<file path="src/rtl/jtag_axi_txn_ctrl.sv">
// JTAG DR to bus request sequencer: one start pulse becomes one valid/ready transaction plus captured status/read data.
// Latency: req_valid rises 1 tck after start; status/data_rd update on the edge that completes the response.
// Backpressure: request held stable until req_ready; response awaited with resp_ready; optional timeout aborts either phase.
module jtag_axi_txn_ctrl #(
  parameter int TIMEOUT_CYCLES = 4096
) (
  input  logic        tck,
  input  logic        trstn,
  input  logic        start,
  input  logic        cmd_write,
  input  logic [1:0]  cmd_size,
  input  logic        cmd_auto_inc,
  input  logic [31:0] cmd_addr,
  input  logic [31:0] cmd_wdata,
  input  logic        status_clear,
  output logic        req_valid,
  input  logic        req_ready,
  output logic        req_write,
  output logic [31:0] req_addr,
  output logic [31:0] req_wdata,
  output logic [3:0]  req_wstrb,
  output logic [1:0]  req_size,
  output logic        req_abort,
  input  logic        resp_valid,
  output logic        resp_ready,
  input  logic [31:0] resp_rdata,
  input  logic [1:0]  resp_err,
  output logic        busy,
  output logic [2:0]  status,
  output logic        overrun,
  output logic [31:0] data_rd,
  output logic [31:0] cur_addr
);

  localparam int CNT_W = (TIMEOUT_CYCLES > 0) ? $clog2(TIMEOUT_CYCLES + 1) : 1;
  localparam bit TO_EN = (TIMEOUT_CYCLES > 0);
  localparam logic [CNT_W-1:0] TO_M1 = TO_EN ? CNT_W'(TIMEOUT_CYCLES - 1) : '0;

  localparam logic [2:0] ST_IDLE    = 3'b000;
  localparam logic [2:0] ST_RUNNING = 3'b001;
  localparam logic [2:0] ST_OK      = 3'b010;
  localparam logic [2:0] ST_SLVERR  = 3'b011;
  localparam logic [2:0] ST_DECERR  = 3'b100;
  localparam logic [2:0] ST_TIMEOUT = 3'b101;
  localparam logic [2:0] ST_BADCMD  = 3'b110;

  typedef enum logic [1:0] {S_IDLE, S_REQ, S_RESP, S_DONE} state_t;

  typedef struct packed {
    logic        write;
    logic [1:0]  size;
    logic        auto_inc;
    logic [31:0] addr;
    logic [31:0] wdata;
    logic [3:0]  wstrb;
  } cmd_t;

  state_t       state, state_nxt;
  cmd_t         cmd, cmd_new;
  logic [CNT_W-1:0] cnt;
  logic [31:0]  ea;
  logic [3:0]   strb;
  logic [31:0]  rd_shift, rd_data;
  logic         bad_cmd, launch, reject, clear;
  logic         req_hs, resp_hs, tmo_hit;

  always_comb begin
    ea = cmd_auto_inc ? cur_addr : cmd_addr;
    bad_cmd = (cmd_size == 2'd3) ||
              (cmd_size == 2'd1 && ea[0]) ||
              (cmd_size == 2'd2 && ea[1:0] != 2'b00);
    case (cmd_size)
      2'd0:    strb = 4'b0001 << ea[1:0];
      2'd1:    strb = 4'b0011 << ea[1:0];
      default: strb = 4'b1111;
    endcase
    cmd_new.write    = cmd_write;
    cmd_new.size     = cmd_size;
    cmd_new.auto_inc = cmd_auto_inc;
    cmd_new.addr     = ea;
    cmd_new.wdata    = cmd_wdata << {ea[1:0], 3'b000};
    cmd_new.wstrb    = cmd_write ? strb : 4'b0000;
  end

  // Read data arrives on its bus lanes; bring it down to bit 0 and trim to size.
  always_comb begin
    rd_shift = resp_rdata >> {cmd.addr[1:0], 3'b000};
    case (cmd.size)
      2'd0:    rd_data = {24'h0, rd_shift[7:0]};
      2'd1:    rd_data = {16'h0, rd_shift[15:0]};
      default: rd_data = rd_shift;
    endcase
  end

  assign busy       = (state == S_REQ) || (state == S_RESP);
  assign req_valid  = (state == S_REQ);
  assign resp_ready = (state == S_RESP);
  assign req_hs     = req_valid && req_ready;
  assign resp_hs    = resp_ready && resp_valid;
  // A handshake landing on the final counted cycle takes priority over the abort.
  assign tmo_hit    = TO_EN && busy && (cnt == TO_M1) && !req_hs && !resp_hs;

  assign req_write  = cmd.write;
  assign req_addr   = cmd.addr;
  assign req_wdata  = cmd.wdata;
  assign req_wstrb  = cmd.wstrb;
  assign req_size   = cmd.size;

  always_ff @(posedge tck) begin
    if (!trstn) state <= S_IDLE;
    else        state <= state_nxt;
  end

  always_comb begin
    state_nxt = state;
    launch    = 1'b0;
    reject    = 1'b0;
    clear     = 1'b0;
    case (state)
      S_IDLE, S_DONE: begin
        if (start) begin
          if (bad_cmd) begin
            reject    = 1'b1;
            state_nxt = S_DONE;
          end else begin
            launch    = 1'b1;
            state_nxt = S_REQ;
          end
        end else if (status_clear) begin
          clear     = 1'b1;
          state_nxt = S_IDLE;
        end
      end
      S_REQ: begin
        if (req_ready)    state_nxt = S_RESP;
        else if (tmo_hit) state_nxt = S_DONE;
      end
      S_RESP: begin
        if (resp_valid)   state_nxt = S_DONE;
        else if (tmo_hit) state_nxt = S_DONE;
      end
      default: state_nxt = S_IDLE;
    endcase
  end

  always_ff @(posedge tck) begin
    if (!trstn) begin
      cmd       <= '0;
      cnt       <= '0;
      status    <= ST_IDLE;
      overrun   <= 1'b0;
      data_rd   <= '0;
      cur_addr  <= '0;
      req_abort <= 1'b0;
    end else begin
      req_abort <= tmo_hit;
      if (launch) begin
        cmd      <= cmd_new;
        cnt      <= '0;
        status   <= ST_RUNNING;
        cur_addr <= ea;
      end else if (busy && cnt != TO_M1) begin
        cnt <= cnt + 1'b1;
      end
      if (reject)  status <= ST_BADCMD;
      if (clear)   status <= ST_IDLE;
      if (tmo_hit) status <= ST_TIMEOUT;
      if (resp_hs) begin
        if (!resp_err[1]) begin
          status <= ST_OK;
          if (!cmd.write)   data_rd  <= rd_data;
          if (cmd.auto_inc) cur_addr <= cur_addr + (32'd1 << cmd.size);
        end else begin
          status <= resp_err[0] ? ST_DECERR : ST_SLVERR;
        end
      end
      if (status_clear && !busy) overrun <= 1'b0;
      else if (start && busy)    overrun <= 1'b1;
    end
  end

endmodule

</file>
<file path="config.mk">
export PLATFORM = sky130hd
export DESIGN_NAME = jtag_axi_txn_ctrl
export DESIGN_NICKNAME = d
export VERILOG_FILES = /design/src/rtl/jtag_axi_txn_ctrl.sv
export SDC_FILE = /design/constraint.sdc
export NUM_CORES = 1
export LEC_CHECK = 0
export CORE_MARGIN = 8
export CORE_UTILIZATION = 42
export CTS_BUF_LIST = sky130_fd_sc_hd__clkbuf_4
export CTS_CLUSTER_SIZE = 25
export DETAILED_ROUTE_END_ITERATION = 8
export MAX_ROUTING_LAYER = met4
export PLACE_DENSITY = 0.71
export SLEW_MARGIN = 20
export SYNTH_ARGS = -nofsm -noshare
export SYNTH_HDL_FRONTEND = slang
export SYNTH_SLANG_ARGS = --single-unit
</file>
<file path="constraint.sdc">
create_clock -name tck -period 3.1 [get_ports tck]
set_input_delay 0.62 -clock tck [delete_from_list [all_inputs] [get_ports tck]]
set_output_delay 0.62 -clock tck [all_outputs]
set_load 0.005 [all_outputs]
</file>
==> out/metrics.cfg <==
[yosys]
synth_top_area_share_pct=37.4
yosys.cell_count.top_type=dfxtp_1
syn_nets=1121
yosysUniqueCellTypes=72
postSynthCellCount=1006
synthArstFlopShare_pct=0
synthDominantAreaCellType=dfxtp_1
synth_edf_count=0
ys.flop_type=dfxtp_1
synthTopCellsByArea=dfxtp_1 (37%), mux2i_1 (7.1%), buf_4 (6.7%)
avgSynthCellArea_um2=8.31
synth_common_cells=dfxtp_1 (156), nor2_1 (114), nand2_1 (100), buf_4 (75)
synth_seq_cells=156
yosys_warnings=0
synth-seq-area-share_pct=37.4
mappedNetlistArea_mm2=0.00836

[die]
core.rowCount=51
die_y_um=157
die_x_um=157
design.core.area_mm2=0.0195
initial_core_util_pct=42.8
dieArea_mm2=0.0247
io_pins=251

[clocking]
clk_latency_ns=0.55
clkSinkCount=156
cts_buffers=17
cts_resized=0
cts_hold_buf=0
clock_path_buffers=2
post_cts_buffers=0
cts_root_buf=clkbuf_4
tritoncts=yes
path_clk_slew_ns=0.14
h-tree-depth=4

[layout]
fillers=1855
fin_nets=1282
drive_gt1_share_pct=7.29
layout-area-overhead-vs-synth_pct=30.0
finalInstanceArea_mm2=0.0109

[routing]
drtIter0Drc=597
via_count=7938
drc_errors=0
post_drt_wl_per_cell_um=18.7
routed_wl_um=27000
ant_nets=0
drt_first_pass_iters=5
vias_per_cell=5.49

[critical_path]
arrival_ns=2.29
path_max_fanout=16
setup.worst_path.start_class=flip-flop
critical_path_class=flip-flop to output port
crit_slowest_cell=clkdlybuf4s50_1
required_ns=2.48
crit_family=buffers and inverters
crit_buf_inv=4
end_kind=output port
crit_chain=inv_1, ha_1, buf_4, clkinv_1, clkdlybuf4s50_1
cpPeakStageDelay_ns=0.54

[power_and_ir_drop]
switchingPower_uw=2130
switching_share_pct=35.8
cellPowerDensity_mw_per_mm2=549
p_int_uw=3830
peakVddDrop_uv=430
comb_power_share_pct=38.7
p_seq_share_pct=42.4
power_frac_clock_pct=18.9
leakage_uw=0.00380

[timing]
tns_ns=0
rsz0062_at_grt=false
finClkSkew_ns=0.0249
period_share_pct=93.9
finalSetupViolCount=0
slew_headroom_pct=43.0
period_minus_slack_ns=2.91
timing.fmax_ghz=0.343
slew_violations=0
finalHoldViolCount=0
worst_slew_pin_slew_ns=0.847

[global_route]
grt_first_pass_wirelength_um=41600
grt_pass1_vias=7428
antenna_found_initial=1
overflow=0
grt_usage_pct=21.8
grt_max_degree=111

[run]
maxCapViolCount=0

[placement]
routabilityCongestion=0.868
dpl_cell_area_mm2=0.0106
dp_hpwl_um=20200
io_buffers=250

[min_path]
hp-class=primary input to flip-flop

[run_status]
outcome=completed

[cell type report]
type	instances	area, um^2	area share (%)
antenna	1	2.50	0.0230
multi-input combinational	698	4360	40.1
timing repair buffer	283	2770	25.5
tap	265	332	3.05
clock buffer	18	135	1.24
sequential	156	3120	28.7
inverter	11	42.5	0.391
clock inverter	14	105	0.967
[sequential cells by signal, indices dropped and copies added (netlist names), 2 cells and up]
register,flops
state,2
cur_addr,32
req_wdata,32
cnt,13
req_addr,32
req_wstrb,4
req_size,2
data_rd,32
status,3
[worst register-to-register path, cell delays in order (launching register included)]
cell	delay, ns
dfxtp_1	0.36
inv_1	0.07
ha_1	0.31
nand2_1	0.30
a211oi_2	0.11
nor2_1	0.68
nand2_1	0.46
nor3_1	0.26
[layer usage]
metal	track usage (%)	vias up	part of all wire, %
met1	27.5	3749	44
li1	-	3893	-
met4	5.53	0	1.7
met2	34.1	270	47
met3	6.06	26	7.8
met5	-	-	0
[power groups by stage]
| stage | Clock (uW) | Combinational (uW) | Sequential (uW) |
|---|---|---|---|
| floorplan | 0 | 1520 | 2490 |
| global placement | 0 | 2300 | 2570 |
| detailed placement | 0 | 2320 | 2570 |
| CTS | 1170 | 2330 | 2530 |
| global route | 1260 | 2520 | 2570 |
| finish | 1130 | 2310 | 2530 |
[cells in the final DEF, fill, tap and decap left out, types with 3 or more instances in the layout]
| master | instances |
|---|---|
| a211oi_1 | 53 |
| a21oi_1 | 59 |
| a22o_1 | 16 |
| a22oi_1 | 19 |
| a2bb2oi_1 | 4 |
| a31oi_1 | 21 |
| and2_1 | 6 |
| and3_1 | 9 |
| buf_4 | 31 |
| clkbuf_4 | 18 |
| clkdlybuf4s50_1 | 249 |
| clkinv_1 | 4 |
| clkinv_2 | 6 |
| clkinvlp_4 | 4 |
| dfxtp_1 | 156 |
| ha_1 | 7 |
| inv_1 | 9 |
| mux2i_1 | 59 |
| nand2_1 | 100 |
| nand2b_1 | 4 |
| nand3_1 | 27 |
| nand4_1 | 12 |
| nand4b_1 | 4 |
| nor2_1 | 114 |
| nor2b_1 | 12 |
| nor3_1 | 20 |
| nor3_2 | 4 |
| nor4_1 | 8 |
| nor4b_1 | 3 |
| o211ai_1 | 16 |
| o21a_1 | 10 |
| o21ai_0 | 28 |
| o2bb2ai_1 | 10 |
| or2_2 | 3 |
| or3_1 | 11 |
| or4_1 | 3 |
| xnor2_1 | 11 |
[final timing paths]
check	from	endpoint	slack [ns]	depth (start not counted)
setup / recovery	state[0]	busy	0.19	5
setup reg to reg	state[0]	cnt[8]	0.46	7
hold reg to reg	req_wdata[9]	req_wdata[9]	0.48	1
hold / removal	cmd_auto_inc	cmd[68]	0.41	3
[logic make-up after synthesis]
kind of cell    count (synthesis)  share of synthesized area (%)
simple gates                  353                           20.4
buf+inv                       152                           10.5
flops                         156                           37.4
xor+xnor                       13                           1.36
compound gates                261                           21.5
mux                            63                           7.69
fa+ha+maj                       8                           1.18
[metrics by stage]
step           power, uW  utilization [%]  setup slack [ns]  cells  hold slack [ns]
3_5_place_dp        4890             54.4            0.0458   1413            0.449
5_1_grt             6350             55.7            0.0180   1446            0.371
6_report            5960             55.7             0.188   1446            0.405
2_1_floorplan       4000                -             0.993   1006            0.432
3_3_place_gp        4870             54.4             0.178   1413            0.445
4_1_cts             6030             55.6             0.154   1445            0.353
Power figures use the tool's default switching activity.
